===== config.mk =====
export PLATFORM = sky130hd
export DESIGN_NAME = mem_port_arbiter
export DESIGN_NICKNAME = d
export VERILOG_FILES = /design/src/rtl/mem_port_arbiter_pkg.sv /design/src/rtl/arb_pick.sv /design/src/rtl/mem_port_arbiter.sv
export SDC_FILE = /design/constraint.sdc
export NUM_CORES = 1
export LEC_CHECK = 0
export ABC_AREA = 1
export BUFFER_PORTS_ARGS = -buffer_cell sky130_fd_sc_hd__buf_2
export CAP_MARGIN = 20
export CORE_MARGIN = 2
export CORE_UTILIZATION = 45
export DETAILED_ROUTE_END_ITERATION = 8
export HOLD_SLACK_MARGIN = 0.12
export PLACE_DENSITY = 0.62
export SYNTH_ARGS = -nofsm -noshare
export SYNTH_HDL_FRONTEND = slang
export SYNTH_SLANG_ARGS = --single-unit
export TNS_END_PERCENT = 1

===== constraint.sdc =====
create_clock -name clk -period 2 [get_ports clk]
set_clock_uncertainty 0.15 [all_clocks]
set_input_delay 0.4 -clock clk [delete_from_list [all_inputs] [get_ports clk]]
set_output_delay 0.4 -clock clk [all_outputs]
set_load 0.01 [all_outputs]

===== src/rtl/mem_port_arbiter_pkg.sv =====
// Shared definitions for the memory-port arbiter: owner codes, FSM encodings
// and default tuning values.
package mem_port_arbiter_pkg;

    localparam int unsigned DEF_STARVE_LIMIT = 4;
    localparam int unsigned DEF_TIMEOUT      = 1023;
    localparam int unsigned STARVE_W         = 3;
    localparam int unsigned WDOG_W           = 10;

    typedef enum logic [1:0] {
        OWN_D    = 2'd0,
        OWN_U    = 2'd1,
        OWN_I    = 2'd2,
        OWN_NONE = 2'd3
    } owner_t;

    typedef enum logic [3:0] {
        ST_IDLE  = 4'b0001,
        ST_START = 4'b0010,
        ST_WAIT  = 4'b0100,
        ST_DONE  = 4'b1000
    } state_t;

endpackage


===== src/rtl/arb_pick.sv =====
// Combinational winner selection: starved uncache/icache first, then the
// fixed dcache > uncache > icache order.
module arb_pick
    import mem_port_arbiter_pkg::*;
(
    input  logic   req_d,
    input  logic   req_u,
    input  logic   req_i,
    input  logic   starve_u,
    input  logic   starve_i,
    output owner_t pick_c,
    output logic   pick_vld_c
);

    always_comb begin
        pick_c = OWN_NONE;
        if (req_u && starve_u)      pick_c = OWN_U;
        else if (req_i && starve_i) pick_c = OWN_I;
        else if (req_d)             pick_c = OWN_D;
        else if (req_u)             pick_c = OWN_U;
        else if (req_i)             pick_c = OWN_I;
    end

    assign pick_vld_c = (pick_c != OWN_NONE);

endmodule


===== src/rtl/mem_port_arbiter.sv =====
// Arbitrates dcache/uncache/icache onto one memory port, sequences the
// downstream start/done handshake and guards WAIT with a watchdog.
module mem_port_arbiter
    import mem_port_arbiter_pkg::*;
#(
    parameter int unsigned STARVE_LIMIT = DEF_STARVE_LIMIT,
    parameter int unsigned TIMEOUT      = DEF_TIMEOUT
) (
    input  logic       clk,
    input  logic       rstn,
    input  logic       req_d,
    input  logic       req_u,
    input  logic       req_i,
    output logic       gnt_d,
    output logic       gnt_u,
    output logic       gnt_i,
    output logic       done_d,
    output logic       done_u,
    output logic       done_i,
    output logic       m_start,
    output logic [1:0] m_sel,
    input  logic       m_done,
    output logic       err
);

    state_t              state;
    logic [STARVE_W-1:0] cnt_u;
    logic [STARVE_W-1:0] cnt_i;
    logic [WDOG_W-1:0]   wdog;
    owner_t              pick;
    logic                pick_vld;
    logic                starve_u;
    logic                starve_i;
    logic                wdog_exp;

    assign starve_u = (cnt_u == STARVE_W'(STARVE_LIMIT));
    assign starve_i = (cnt_i == STARVE_W'(STARVE_LIMIT));
    assign wdog_exp = (wdog == WDOG_W'(TIMEOUT - 1));

    arb_pick u_arb_pick (
        .req_d      (req_d),
        .req_u      (req_u),
        .req_i      (req_i),
        .starve_u   (starve_u),
        .starve_i   (starve_i),
        .pick_c     (pick),
        .pick_vld_c (pick_vld)
    );

    always_ff @(posedge clk) begin
        if (!rstn) begin
            state   <= ST_IDLE;
            gnt_d   <= 1'b0;
            gnt_u   <= 1'b0;
            gnt_i   <= 1'b0;
            done_d  <= 1'b0;
            done_u  <= 1'b0;
            done_i  <= 1'b0;
            m_start <= 1'b0;
            m_sel   <= OWN_NONE;
            err     <= 1'b0;
            cnt_u   <= '0;
            cnt_i   <= '0;
            wdog    <= '0;
        end else begin
            m_start <= 1'b0;
            done_d  <= 1'b0;
            done_u  <= 1'b0;
            done_i  <= 1'b0;
            unique case (state)
                ST_IDLE: begin
                    m_sel <= OWN_NONE;
                    if (pick_vld) begin
                        state   <= ST_START;
                        m_sel   <= pick;
                        m_start <= 1'b1;
                        gnt_d   <= (pick == OWN_D);
                        gnt_u   <= (pick == OWN_U);
                        gnt_i   <= (pick == OWN_I);
                        // Losers still requesting age toward promotion; the winner resets
                        if (pick == OWN_U)
                            cnt_u <= '0;
                        else if (req_u && !starve_u)
                            cnt_u <= cnt_u + STARVE_W'(1);
                        if (pick == OWN_I)
                            cnt_i <= '0;
                        else if (req_i && !starve_i)
                            cnt_i <= cnt_i + STARVE_W'(1);
                    end
                end
                ST_START: begin
                    state <= ST_WAIT;
                    wdog  <= '0;
                end
                ST_WAIT: begin
                    // m_done takes precedence over a coincident watchdog expiry
                    if (m_done || wdog_exp) begin
                        state  <= ST_DONE;
                        done_d <= gnt_d;
                        done_u <= gnt_u;
                        done_i <= gnt_i;
                        gnt_d  <= 1'b0;
                        gnt_u  <= 1'b0;
                        gnt_i  <= 1'b0;
                        if (!m_done) err <= 1'b1;
                    end else begin
                        wdog <= wdog + WDOG_W'(1);
                    end
                end
                ST_DONE: begin
                    state <= ST_IDLE;
                    m_sel <= OWN_NONE;
                end
                default: begin
                    state <= ST_IDLE;
                    m_sel <= OWN_NONE;
                end
            endcase
        end
    end

endmodule


# Word level (Yosys, flattened, before mapping)
# Cells that the tools add are included.
[classes]
bitwise = 1
n_addsub = 3
n_reduce_logical = 21
n_eq_ne = 12
mux = 24
[op_table]
columns = ["op", "n"]
rows = [
  ["case mux 10 bit (2 select lines)", 1],
  ["AND reduction 3 bit", 5],
  ["2-to-1 mux 3 bit", 4],
  ["case mux 4 bit (3 select lines)", 1],
  ["adder 10 x 1 -> 10 bit, second input constant", 1],
  ["== test 10 bit, second input constant", 1],
  ["2-to-1 mux 10 bit", 1],
  ["2-to-1 mux 2 bit", 5],
  ["2-to-1 mux 4 bit", 2],
  ["!= test 2 bit, second input constant", 4],
  ["nonzero test 2 bit", 4],
  ["adder 3 x 1 -> 3 bit, second input constant", 2],
  ["== test 3 bit, second input constant", 2],
  ["2-to-1 mux 1 bit", 6],
  ["case mux 1 bit (2 select lines)", 3],
  ["AND reduction 2 bit", 3],
  ["== test 4 x 1 -> 1 bit, second input constant", 1],
  ["== test 4 x 2 -> 1 bit, second input constant", 1],
  ["== test 4 x 3 -> 1 bit, second input constant", 1],
  ["logical AND 1 bit", 4],
  ["case mux 2 bit (2 select lines)", 1],
  ["== test 2 x 1 -> 1 bit, second input constant", 1],
  ["== test 2 bit, second input constant", 1],
  ["logical NOT 1 bit", 2],
  ["4 further kinds", 4],
]
[word_totals]
output_inout_bits = 10
reg_bits = 30

# Depth between registers and ports, before layout
# Gate-level depths: netlist (run 1).
[depth]
word_depth = 8
mapped_depth = 11

# Hierarchy
# A second synthesis (run 1) with hierarchy kept.
[hier_totals]
hier_cells = 226
area_unflattened_um2 = 1535.2
[by_module_without_submodules]
columns = ["mod", "instances", "area_per_inst_um2", "seq_area_each_um2", "cells_each"]
rows = [
  ["mem_port_arbiter", 1, 1483.9, 600.6, 214],
  ["arb_pick", 1, 51.3, 0.0, 12],
]

# Worst setup path before layout (run 1)
# Ideal clock, no wire load.
[synth_path]
kind = "register -> register"
from = "reg wdog[1]"
to = "reg wdog[9]"
required_ns = 1.737
synth_period_minus_slack_ns = 1.561
stages_incl_launch_ff = 10
arrival_ns = 1.297
slack_ns = 0.439
path_buffers = 1
path_cell_list = "dfxtp_1 -> ha_1 -> nand3_1 -> nor2_4 -> nand2_4 -> nand2_4 -> nand2_4 -> buf_6 -> a21oi_2 -> nor2_2"
[synth_between]
elab_chain_cells = 4
elab_cells_between_ends = 7
classes_between = "add/sub: 1; eq/ne: 2; mux: 2; reduce/logical: 2"
[synth_rtl]
columns = ["element", "line", "source"]
rows = [
  ["start: declaration", "mem_port_arbiter.sv:29", "logic [WDOG_W-1:0] wdog;"],
  ["start signal: assignment", "mem_port_arbiter.sv:107", "wdog <= wdog + WDOG_W'(1);"],
  ["branches (longest 4 deep; another with adder 10 x 1 -> 10 bit)", "-", ""],
]
# Several ways; the timed one is not identified. The select of a mux whose other input is x is not followed.
# A chain may end at the register's enable or synchronous reset.

# Worst setup path in the final report (run 1)
[layout_path]
from = "reg cnt_u[0]"
to = "reg cnt_i[0]"
[layout_between]
elab_chain_cells = 6
elab_cells_between_ends = 8
classes_between = "eq/ne: 3; mux: 2; reduce/logical: 3"
[layout_rtl]
columns = ["element", "line", "source"]
rows = [
  ["start: declaration", "mem_port_arbiter.sv:27", "logic [STARVE_W-1:0] cnt_u;"],
  ["start signal: assignment", "mem_port_arbiter.sv:84", "cnt_u <= cnt_u + STARVE_W'(1);"],
  ["== test 3 bit (*)", "mem_port_arbiter.sv:36", "assign starve_u = (cnt_u == STARVE_W'(STARVE_LIMIT));"],
  ["logical AND 1 bit (*)", "arb_pick.sv:17", "if (req_u && starve_u) pick_c = OWN_U;"],
  ["2-to-1 mux 2 bit (*)", "arb_pick.sv:17", ""],
  ["== test 2 bit", "mem_port_arbiter.sv:85", "if (pick == OWN_I)"],
  ["nonzero test 2 bit (no line)", "-", ""],
  ["AND reduction 3 bit (no line)", "-", ""],
  ["end signal: assignment", "mem_port_arbiter.sv:88", "cnt_i <= cnt_i + STARVE_W'(1);"],
  ["end: declaration", "mem_port_arbiter.sv:28", "logic [STARVE_W-1:0] cnt_i;"],
]
# Mark *: on every way between the ends. The rest lies on a longest branch, timed or not.

==> results of run 1 <==
-- sequential cells by signal, indices dropped and copies added, names as in the netlist --
signal   cells
cnt_u        3
m_start      1
done_i       1
gnt_u        1
gnt_d        1
state        4
err          1
gnt_i        1
done_d       1
wdog        10
cnt_i        3
done_u       1
m_sel        2
-- worst max path at each step --
stage,cells after the start,endpoint,startpoint
final,10,cnt_i[0],cnt_u[0]
after global routing,10,cnt_i[0],cnt_u[0]
after CTS,10,cnt_i[0],cnt_u[0]
after detailed placement,6,gnt_i,req_u
after global placement,6,gnt_u,req_u
after floorplan,9,wdog[9],wdog[1]
-- metal layers --
metal / vias to the layer above / part of all wire (%) / wire length [µm] / track usage, %
met2: 20 / 42 / 1350 / 28.3
met5: - / 0 / 0 / 0
met1: 628 / 53 / 1700 / 23.2
met4: 0 / 2.2 / 71 / 9.24
li1: 759 / - / - / -
met3: 7 / 3.2 / 103 / 4.23
-- synth_stat cells (all sizes together) --
master and count:
nand2 66, nor2 32, inv 31, dfxtp 30, nand3 22, a21oi 17, ha 6, nand4 5
nor3 3, o21ai 3, buf 2, clkbuf 2, xnor2 2, a31o 1, a31oi 1, nand3b 1
o211ai 1, o21a 1
-- worst register-to-register path: stages, from the launching register on --
cell and delay (ps):
dfxtp_1 380, inv_1 70, ha_1 200, nand2_1 60, inv_1 30, nand2_1 100
nand2_1 150, nand2_1 130, nand3_1 90, o21ai_0 160, nor2_1 50
-- final cells by class --
| type | instances | area, µm² |
|---|---|---|
| timing repair buffer | 18 | 97.6 |
| tap | 46 | 57.6 |
| multi-input combinational | 161 | 865 |
| sequential | 30 | 601 |
| inverter | 31 | 116 |
| clock inverter | 2 | 12.5 |
| fill | 342 | 1590 |
| clock buffer | 6 | 51.3 |
-- stage by stage --
stage	utilization [%]	total power, mW	instances	hold WS (ps)	setup slack [ps]
final	53.1	1.28	294	244	340
after global routing	53.1	1.35	294	269	128
after CTS	53.1	1.29	294	236	337
after detailed placement	51.2	0.893	286	284	294
after global placement	51.2	0.893	286	286	290
after floorplan	-	0.831	226	311	439
-- logic make-up after synthesis --
kind of cell             after synthesis
buffers and inverters                 35
XOR/XNOR                               2
AND/OR/NAND/NOR                      129
flip-flops                            30
AO/OA/AOI/OAI                         24
adder cells (fa/ha/maj)                6
-- layout by cell type (no fill, tap or decap), drive strengths merged --
cell	netlist	layout
nor2	32	32
nand3b	1	1
buf	2	18
xnor2	2	2
a31o	1	1
o21a	1	1
o21ai	3	3
nand2	66	66
inv	31	31
clkinv	0	1
ha	6	6
nor3	3	3
a21oi	17	17
a31oi	1	1
nand3	22	22
clkinvlp	0	1
dfxtp	30	30
clkbuf	2	6
o211ai	1	1
nand4	5	5
-- power by group through the flow --
stage	clock [mW]	combinational, mW	sequential, mW
final	0.397	0.228	0.651
after CTS	0.413	0.229	0.651
after global placement	0	0.229	0.664
after global routing	0.434	0.264	0.655
after detailed placement	0	0.228	0.665
after floorplan	0	0.161	0.670
==> impl_results.md, run 1 <==
* Seq/Total Area, Yosys at 37.2%
* Latest clock arrival within the worst-skew pair at between 300 and 400 ps
* Final setup vio count at 0
* RSZ-0062 raised after global routing: false
* Most used cell, CP: nand2_1
* Global-route wire length before repair at between 5000 and 6000 µm
* Hpwl dp at between 2000 and 2500 µm
* Die height at 63.9 µm
* Hold bufs inserted after CTS at 0
* Slowest-stage cell, CP: dfxtp_1
* Kind of critical path: register to register
* Clock tree root driver cell: clkbuf_4
* Yosys reg bits at 30
* Port bufs at 15
* Die Area at 4080 µm²
* Tcrit/Tclk final at 83.0%
* Largest net degree at the start of global routing at 15
* Syn Inst Count at 226
* Slowest stage delay, CP at 380 ps
* Vias post-DR at 1,414
* Leak at a little over 0.8 nW
* DRC Markers at 0
* Largest family of logic cells by synthesized area: simple AND/OR/NAND/NOR gates
* Gpl congestion at about 0.8
* Area growth from synthesis to layout at 11.5%
* Clk slew on worst S/H paths at 110 ps
* Netlist cell types at 27
* Crit-path cells: inv_1, ha_1, nand2_1, inv_1, nand2_1, nand2_1, nand2_1, nand3_1, o21ai_0, nor2_1
* CP Launch Type: register
* Antenna diodes at 0
* Die width at 63.9 µm
* HP Start: m_done
* Synth Net Count at 238
* Worst Hold Class: input port to register
* Resize count post-CTS at 0
* R2R cell count at 10
* Synth Area in XOR/XNOR at under 10%
* CTS tree: yes
* Post-synth top area cell: dfxtp_1
* Finished Cell Area at ~1800 µm²
* Routed Antenna Nets at 0
* Number of clock sinks at 30
* Setup Buffers After CTS at 0
* GRT overflow at 0
* Syn Area/Cell at 7.15 µm²
* Core ar. at 3390 µm²
* Routed len/inst at 11.0 µm
* Crit path buffers/inverters at 2
* Num ports at 16
* Worst vdd ir at 0.000375 V
* Antenna violations before repair at 0
* Tmin final at 1660 ps
* Critical Path RT at roughly 2100 ps
* Reg2reg start: cnt_u[0]
* Synth Area in Simple Gates at 38.3%
* Placed cell area at roughly 1700 µm²
* Initial Util at 47.7%
* Vias in the first global route at 1,343
* Final Hold Viols at 0
* Post-Syn Area at 1620 µm²
* H-tree levels at 2
* # rows at 21
* Num CTS Buffers at 5
* Synth area leaders: dfxtp_1 (37%), nand2_1 (13%), inv_1 (7.2%), nand3_1 (6.5%), nor2_1 (6.0%)
* Final TNS setup at 0 ps
* CP Max Fanout at 6
* Rel. slew slack at 61.6%
* Clock buffer depth at 2
* Layout net count at 259
* Compound-Gate Fraction of Synth Area at 9.45%
* Drt pass-1 iters at 4
* Critical path endpoint category: register
* Iteration-0 DRC Markers at 70
* Max Cap Violations at 0
* Comb power frac at 17.9%
* Worst reg-to-reg setup slack at 340 ps
* Internal Power at approximately 0.9 mW
* Worst-Margin Slew at roughly 570 ps
* Power per cell area at 709 nW/µm²
* Max Clk Rate at 602 MHz
* Post-Synth Adder-Cell Area at 4.65%
* WHS Path Cells at 4
* Sequential share of power at 51.0%
* Mux cell area share after synthesis at 0%
* Largest delay contributor family on the critical path: simple AND/OR/NAND/NOR gates
* GRT Total Usage at 18.1%
* Share of cells above drive strength 1 at 19.8%
* Ys Warns at 0
* Clk pwr share at between 30% and 40%
* WL final at 3230 µm
* Net Switching at slightly below 0.4 mW
* Share of the synthesized area in the top cell type at a little under two fifths
* WHS Endpoint: wdog[0]
* Critical path arrival at 1750 ps
* Sw frac at 31.0%
* Reg-to-Reg End: cnt_i[0]
* Slew Limit Fails at 0
* Run status: completed
* Vias/cell at 4.81
No activity file was read; power rests on OpenSTA's default activity.
==> run 2, diff against run 1 <==
==> constraint.sdc (replaced) <==
create_clock -name clk -period 1.66 [get_ports clk]
set_clock_uncertainty 0.15 [all_clocks]
set_input_delay 0.332 -clock clk [delete_from_list [all_inputs] [get_ports clk]]
set_output_delay 0.332 -clock clk [all_outputs]
set_load 0.01 [all_outputs]
==> impl_results.md, run 2 (same netlist as run 1, synthesis figures left out) <==
* Run status: completed
* Reg-to-Reg End: wdog[9]
* Resize count post-CTS at 0 (unchanged)
* CTS tree: yes
* Critical path arrival at 1620 ps (-130 ps)
* Tmin final at 1520 ps (-139 ps)
* Final setup vio count at 0 (unchanged)
* Iteration-0 DRC Markers at 66 (-5.7%)
* Latest clock arrival within the worst-skew pair at 340 ps (about the same)
* Port bufs at 15 (unchanged)
* Largest delay contributor family on the critical path: simple AND/OR/NAND/NOR gates
* Most used cell, CP: nand2_8
* Finished Cell Area at 1980 µm² (+10%)
* Crit-path cells: inv_1, ha_1, nand3_1, nor2_4, nand2_4, nand2_8, nand2_8, a21oi_2, nor2_2
* Routed len/inst at 10.8 µm (-2.0%)
* Kind of critical path: register to register
* Fin cells at 307 (+4.4%)
* R2R cell count at 9 (-1)
* Most common cell after layout, fill and taps aside: nand2_1
* Core ar. at 3390 µm² (unchanged)
* Setup Buffers After CTS at 0 (unchanged)
* Max Cap Violations at 0 (unchanged)
* Worst-Margin Slew at 219 ps (-352 ps)
* Die width at 63.9 µm (unchanged)
* Hpwl dp at 2510 µm (+4.9%)
* Worst Hold Class: input port to register
* Vias/cell at 4.69 (-2.5%)
* Internal Power at 1.38 mW (+57%)
* Crit path buffers/inverters at 1 (-1)
* GRT overflow at 0 (unchanged)
* # placed instances at 299 (+4.5%)
* Placed cell area at 1830 µm² (+5.6%)
* Die height at 63.9 µm (unchanged)
* # rows at 21 (unchanged)
* WL final at 3310 µm (+2.4%)
* Max Clk Rate at 658 MHz (+9.2%)
* Sw frac at 25.6% (-5.3 points)
* HP Start: m_done
* Hold bufs inserted after CTS at 0 (unchanged)
* Number of clock sinks at 30 (unchanged)
* Num ports at 16 (unchanged)
* Slowest-stage cell, CP: dfxtp_1
* End-of-flow core utilization at 58.5% (+5.4 points)
* Area growth from synthesis to layout at 22.8%
* Gpl congestion at 0.814 (+2.5%)
* Num CTS Buffers at 5 (unchanged)
* Biggest regs: wdog x10, state x4
* Initial Util at 47.7% (unchanged)
* DRC Markers at 0 (unchanged)
* Clk slew on worst S/H paths at 100 ps (about the same)
* Power per cell area at 935 nW/µm² (+32%)
* Antenna diodes at 0 (unchanged)
* H-tree levels at 2 (unchanged)
* Critical path endpoint category: register
* Final Hold Viols at 0 (unchanged)
* Slowest stage delay, CP at 320 ps (-60 ps)
* Routed Antenna Nets at 0 (unchanged)
* Final TNS setup at 0 ps (unchanged)
* Tcrit/Tclk final at 91.6% (+8.6 points)
* Clock buffer depth at 2 (unchanged)
* Share of cells above drive strength 1 at 26.4% (+6.7 points)
* Commonest cells after routing, fill and taps aside: nand2_1 (54), inv_1 (31), dfxtp_1 (27)
* Comb power frac at 15.4% (-2.5 points)
* Clk pwr share at 42.2% (+11 points)
* Critical Path RT at 1760 ps (-330 ps)
* Clock tree root driver cell: clkbuf_4
* Biggest register: wdog
* Drt pass-1 iters at 4 (unchanged)
* Vias in the first global route at 1,366 (+1.7%)
* Slew Limit Fails at 0 (unchanged)
* Sequential share of power at 42.4% (-8.6 points)
* CP Launch Type: register
* Vias post-DR at 1,440 (+1.8%)
* Worst reg-to-reg setup slack at 140 ps (-200 ps)
* Net Switching at 0.476 mW (+20%)
* Layout net count at 272 (+5.0%)
* Largest net degree at the start of global routing at 15 (unchanged)
* Antenna violations before repair at 0 (unchanged)
* Worst vdd ir at 0.000754 V (+100%)
* WHS Endpoint: wdog[0]
* Max reg flops at 10 (unchanged)
* GRT Total Usage at 18.4% (+0.33 points)
* Global-route wire length before repair at 5810 µm (+1.6%)
* Reg2reg start: wdog[0]
* WHS Path Cells at 4 (unchanged)
* Rel. slew slack at 85.4% (+24 points)
* CP Max Fanout at 14 (+8)
* Die Area at 4080 µm² (unchanged)
* Leak at 0.901 nW (+12%)
-- run 2: power by group through the flow --
stage / clock network (mW) / logic [mW] / registers (mW)
2_1_floorplan: 0 / 0.194 / 0.807
3_3_place_gp: 0 / 0.281 / 0.800
3_5_place_dp: 0 / 0.281 / 0.800
4_1_cts: 0.797 / 0.282 / 0.784
5_1_grt: 0.822 / 0.329 / 0.793
6_report: 0.782 / 0.287 / 0.786
-- run 2: tightest hold or removal path, cell delays in order --
cell	delay [ps]
buf_2	110
nor2_4	60
nand3_1	70
a21oi_1	60
-- run 2: cell type report --
type	count	area, µm²
Clock buffer	6	51.3
Clock inverter	2	60.1
Fill cell	340	1410
Inverter	31	116
Multi-Input combinational cell	161	898
Sequential cell	30	604
Tap cell	46	57.6
Timing Repair Buffer	31	195
-- run 2: metal layers --
layer  global-route usage, %  wire length (µm)  vias to the layer above
met1                    24.6              1790                      633
li1                        -                 -                      784
met4                    7.88                55                        0
met5                       0                 0                        -
met2                    28.0              1370                       16
met3                    4.75                96                        7
-- run 2: worst max-delay path by stage --
stage	depth (start not counted)	from	to
3_3_place_gp	8	wdog[1]	wdog[9]
3_5_place_dp	9	wdog[1]	wdog[3]
4_1_cts	9	wdog[1]	wdog[7]
5_1_grt	9	cnt_i[1]	cnt_i[1]
6_report	9	wdog[0]	wdog[9]
2_1_floorplan	9	wdog[1]	wdog[9]
-- run 2: stage by stage --
step	worst slack, ps	hold slack (ps)	power, mW
final	139	187	1.85
after global routing	-6.16	201	1.94
after CTS	25.1	166	1.86
after detailed placement	45.7	285	1.08
after global placement	76.3	284	1.08
after floorplan	99.2	311	1.00
==> run 3, diff against run 2 <==
--- a/config.mk
+++ b/config.mk
@@ -5,14 +5,14 @@
 export SDC_FILE = /design/constraint.sdc
 export NUM_CORES = 1
 export LEC_CHECK = 0
-export ABC_AREA = 1
 export BUFFER_PORTS_ARGS = -buffer_cell sky130_fd_sc_hd__buf_2
 export CAP_MARGIN = 20
 export CORE_MARGIN = 2
 export CORE_UTILIZATION = 45
 export DETAILED_ROUTE_END_ITERATION = 8
-export HOLD_SLACK_MARGIN = 0.12
-export PLACE_DENSITY = 0.62
+export GPL_ROUTABILITY_DRIVEN = 1
+export HOLD_SLACK_MARGIN = 0.15
+export PLACE_DENSITY = 0.63
 export SYNTH_ARGS = -nofsm -noshare
 export SYNTH_HDL_FRONTEND = slang
 export SYNTH_SLANG_ARGS = --single-unit
==> impl_results.md, run 3 <==
* Run status: finished with violations
* Failing checks: setup timing
* Most used DFF post-synth: dfxtp_1
* GRT Total Usage at 21.6% (+3.2 points)
* Slew Limit Fails at 0 (unchanged)
* Biggest regs: wdog x10, state x4
* Vias post-DR at 1,390 (-3.5%)
* Most common cell after layout, fill and taps aside: buf_4
* Slowest stage delay, CP at 570 ps (+250 ps)
* Port bufs at 15 (unchanged)
* Area growth from synthesis to layout at 32.8%
* Initial Util at 47.6% (about the same)
* Commonest cells after routing, fill and taps aside: buf_4 (32), dfxtp_1 (28), nand2_1 (15), buf_2 (15), inv_1 (10)
* Drt pass-1 iters at 4 (unchanged)
* Area of the multi-input gates at 860 µm² (-4.3%)
* Critical path endpoint category: register
* Vias/cell at 5.43 (+16%)
* Die width at 60.8 µm (-4.8%)
* Max Clk Rate at 484 MHz (-26%)
* Most instantiated cells after synthesis: dfxtp_1 (30), nand2_1 (16), inv_1 (10)
* Tcrit/Tclk final at 124% (+33 points)
* # rows at 20 (-4.8%)
* Share of cells above drive strength 1 at 34.0% (+7.5 points)
* Leak at 0.834 nW (-7.3%)
* WL final at 3530 µm (+6.7%)
* Clk slew on worst S/H paths at 100 ps (about the same)
* Max reg flops at 10 (unchanged)
* Num CTS Buffers at 5 (unchanged)
* Max Cap Violations at 0 (unchanged)
* Clock buffer depth at 2 (unchanged)
* Antenna violations before repair at 0 (unchanged)
* Die height at 60.8 µm (-4.8%)
* Rel. slew slack at 75.8% (-9.6 points)
* Critical Path RT at 1800 ps (+40 ps)
* Syn Inst Count at 164 (-27%)
* Die Area at 3700 µm² (-9.4%)
* Reg2reg start: state[1]
* Largest net degree at the start of global routing at 13 (-2)
* Gpl congestion at 0.800 (-1.8%)
* Crit-path cells: or4b_4, or4_4, or4_4, nand2_2
* Kind of critical path: register to register
* Async SR Flop Fraction at 0% (unchanged)
* Post-synth top area cell: dfxtp_1
* Vias in the first global route at 1,335 (-2.3%)
* Final Hold Viols at 0 (unchanged)
* Fillers at 285 (-16%)
* Count leader, synth: dfxtp_1
* Total power at 1.51 mW (-18%)
* Layout net count at 223 (-18%)
* Syn Area/Cell at 8.87 µm² (+24%)
* CP endpoint: wdog[9]
* Worst vdd ir at 0.000365 V (-52%)
* Power per cell area at 784 nW/µm² (-16%)
* Latest clock arrival within the worst-skew pair at 330 ps (about the same)
* Final setup vio count at 24 (+24)
* Worst-Margin Slew at 358 ps (+139 ps)
* Tmin final at 2070 ps (+546 ps)
* GRT overflow at 0 (unchanged)
* Number of enable flip-flop cells after synthesis at 0 (unchanged)
* Share of the synthesized area in the top cell type at 41.3% (+4.1 points)
* Critical path arrival at 2200 ps (+580 ps)
* H-tree levels at 2 (unchanged)
* Biggest register: wdog
* CP Max Fanout at 4 (-10)
* Hpwl dp at 2570 µm (+2.2%)
* Most used cell, CP: or4_4
* Reg-to-Reg End: wdog[9]
* CP Launch Type: register
* RSZ-0062 raised after global routing: true
* Core ar. at 3050 µm² (-9.9%)
* Synth Net Count at 176 (-26%)
* Netlist cell types at 45 (+67%)
* Iteration-0 DRC Markers at 40 (-39%)
* CTS tree: yes
* Place WS at -446 ps (-492 ps)
* Routed Antenna Nets at 0 (unchanged)
* Global-route wire length before repair at 5810 µm (unchanged)
* Post-Syn Area at 1450 µm² (-10%)
* R2R cell count at 4 (-5)
* Synth area leaders: dfxtp_1 (41%), ha_1 (5.2%), nand2_1 (4.1%), o21ai_0 (3.1%), a41o_1 (2.8%)
* Worst Setup SP: state[1]
* Reg area at 603 µm² (-0.21%)
* Num ports at 16 (unchanged)
* Ys Warns at 0 (unchanged)
* Yosys reg bits at 30 (unchanged)
* DRC Markers at 0 (unchanged)
* Antenna diodes at 0 (unchanged)
* Worst reg-to-reg setup slack at -410 ps (-550 ps)
* Slowest-stage cell, CP: or4b_4
* Fin worst setup slack at -406 ps (-546 ps)
* Number of clock sinks at 30 (unchanged)
* Worst Hold Class: input port to register
* WHS Path Cells at 3 (-1)
* Seq/Total Area, Yosys at 41.3% (+4.1 points)
* Clock tree root driver cell: clkbuf_4
* Routed len/inst at 13.8 µm (+28%)
==> run 3: cell count changes in the layout (fill, tap and decap cells not counted), sizes merged, moves of 6 or more <==
cell and change:
and2 +6, a21oi -11, buf +16, o21ai +6, nor2 -23, nand3 -17, inv -21, nand2 -50
==> run 3: area by class of cell <==
cell class                 instances  area share [%]
multi-input combinational        117            44.5
clock inverter                     1           0.259
timing repair buffer              47            16.3
sequential                        30            31.2
clock buffer                       7            2.85
inverter                          10            1.94
tap                               44            2.85
==> run 3: critical path, delay by kind of cell, from the launching register on <==
kind	cells	cell delay [ps]
flops	1	320
simple gates	4	1560
==> run 3: cell families after synthesis <==
| family | share of synthesized area [%] |
|---|---|
| buffers and inverters | 4.91 |
| AND/OR/NAND/NOR | 26.4 |
| AO/OA/AOI/OAI | 20.4 |
| flip-flops | 41.3 |
| XOR/XNOR | 1.81 |
| adder cells (fa/ha/maj) | 5.16 |
==> run 3: how the worst min path moves through the flow <==
stage / endpoint / slack [ps] / from
finish: gnt_d / 180 / req_d
global route: gnt_d / 200 / req_d
floorplan: wdog[9] / 310 / wdog[9]
global placement: err / 310 / err
detailed placement: gnt_u / 310 / gnt_u
CTS: gnt_d / 180 / req_d
==> run 3: timing repair <==
item,4_1_cts,5_1_grt
hold buffers,0,0
pin swaps,3,2
setup buffers,1,0
endpoints found under the setup margin,25,24
gates resized for setup,12,6
==> run 3: power breakdown <==
group	leakage (nW)	internal, mW	switching (mW)
clock	0.0353	0.205	0.258
sequential	0.244	0.755	0.0205
combinational	0.555	0.130	0.146
total	0.834	1.09	0.424
==> run 3: routing by layer <==
metal	vias up	global-route usage, %	routed length (µm)
met5	-	0	0
met4	0	7.45	50
li1	706	-	-
met3	5	7.04	101
met2	22	35.5	1690
met1	657	26.7	1690
==> run 3: metrics by stage <==
step           utilization, %  cells  hold WS [ps]  setup TNS (ps)  area [µm²]
2_1_floorplan               -    164           307           -4300        1460
3_3_place_gp             58.4    247           307           -4520        1780
3_5_place_dp             58.4    247           310           -4740        1780
4_1_cts                  62.4    256           178           -4130        1900
5_1_grt                  63.2    256           195           -5730        1930
6_report                 63.2    256           181           -4170        1930
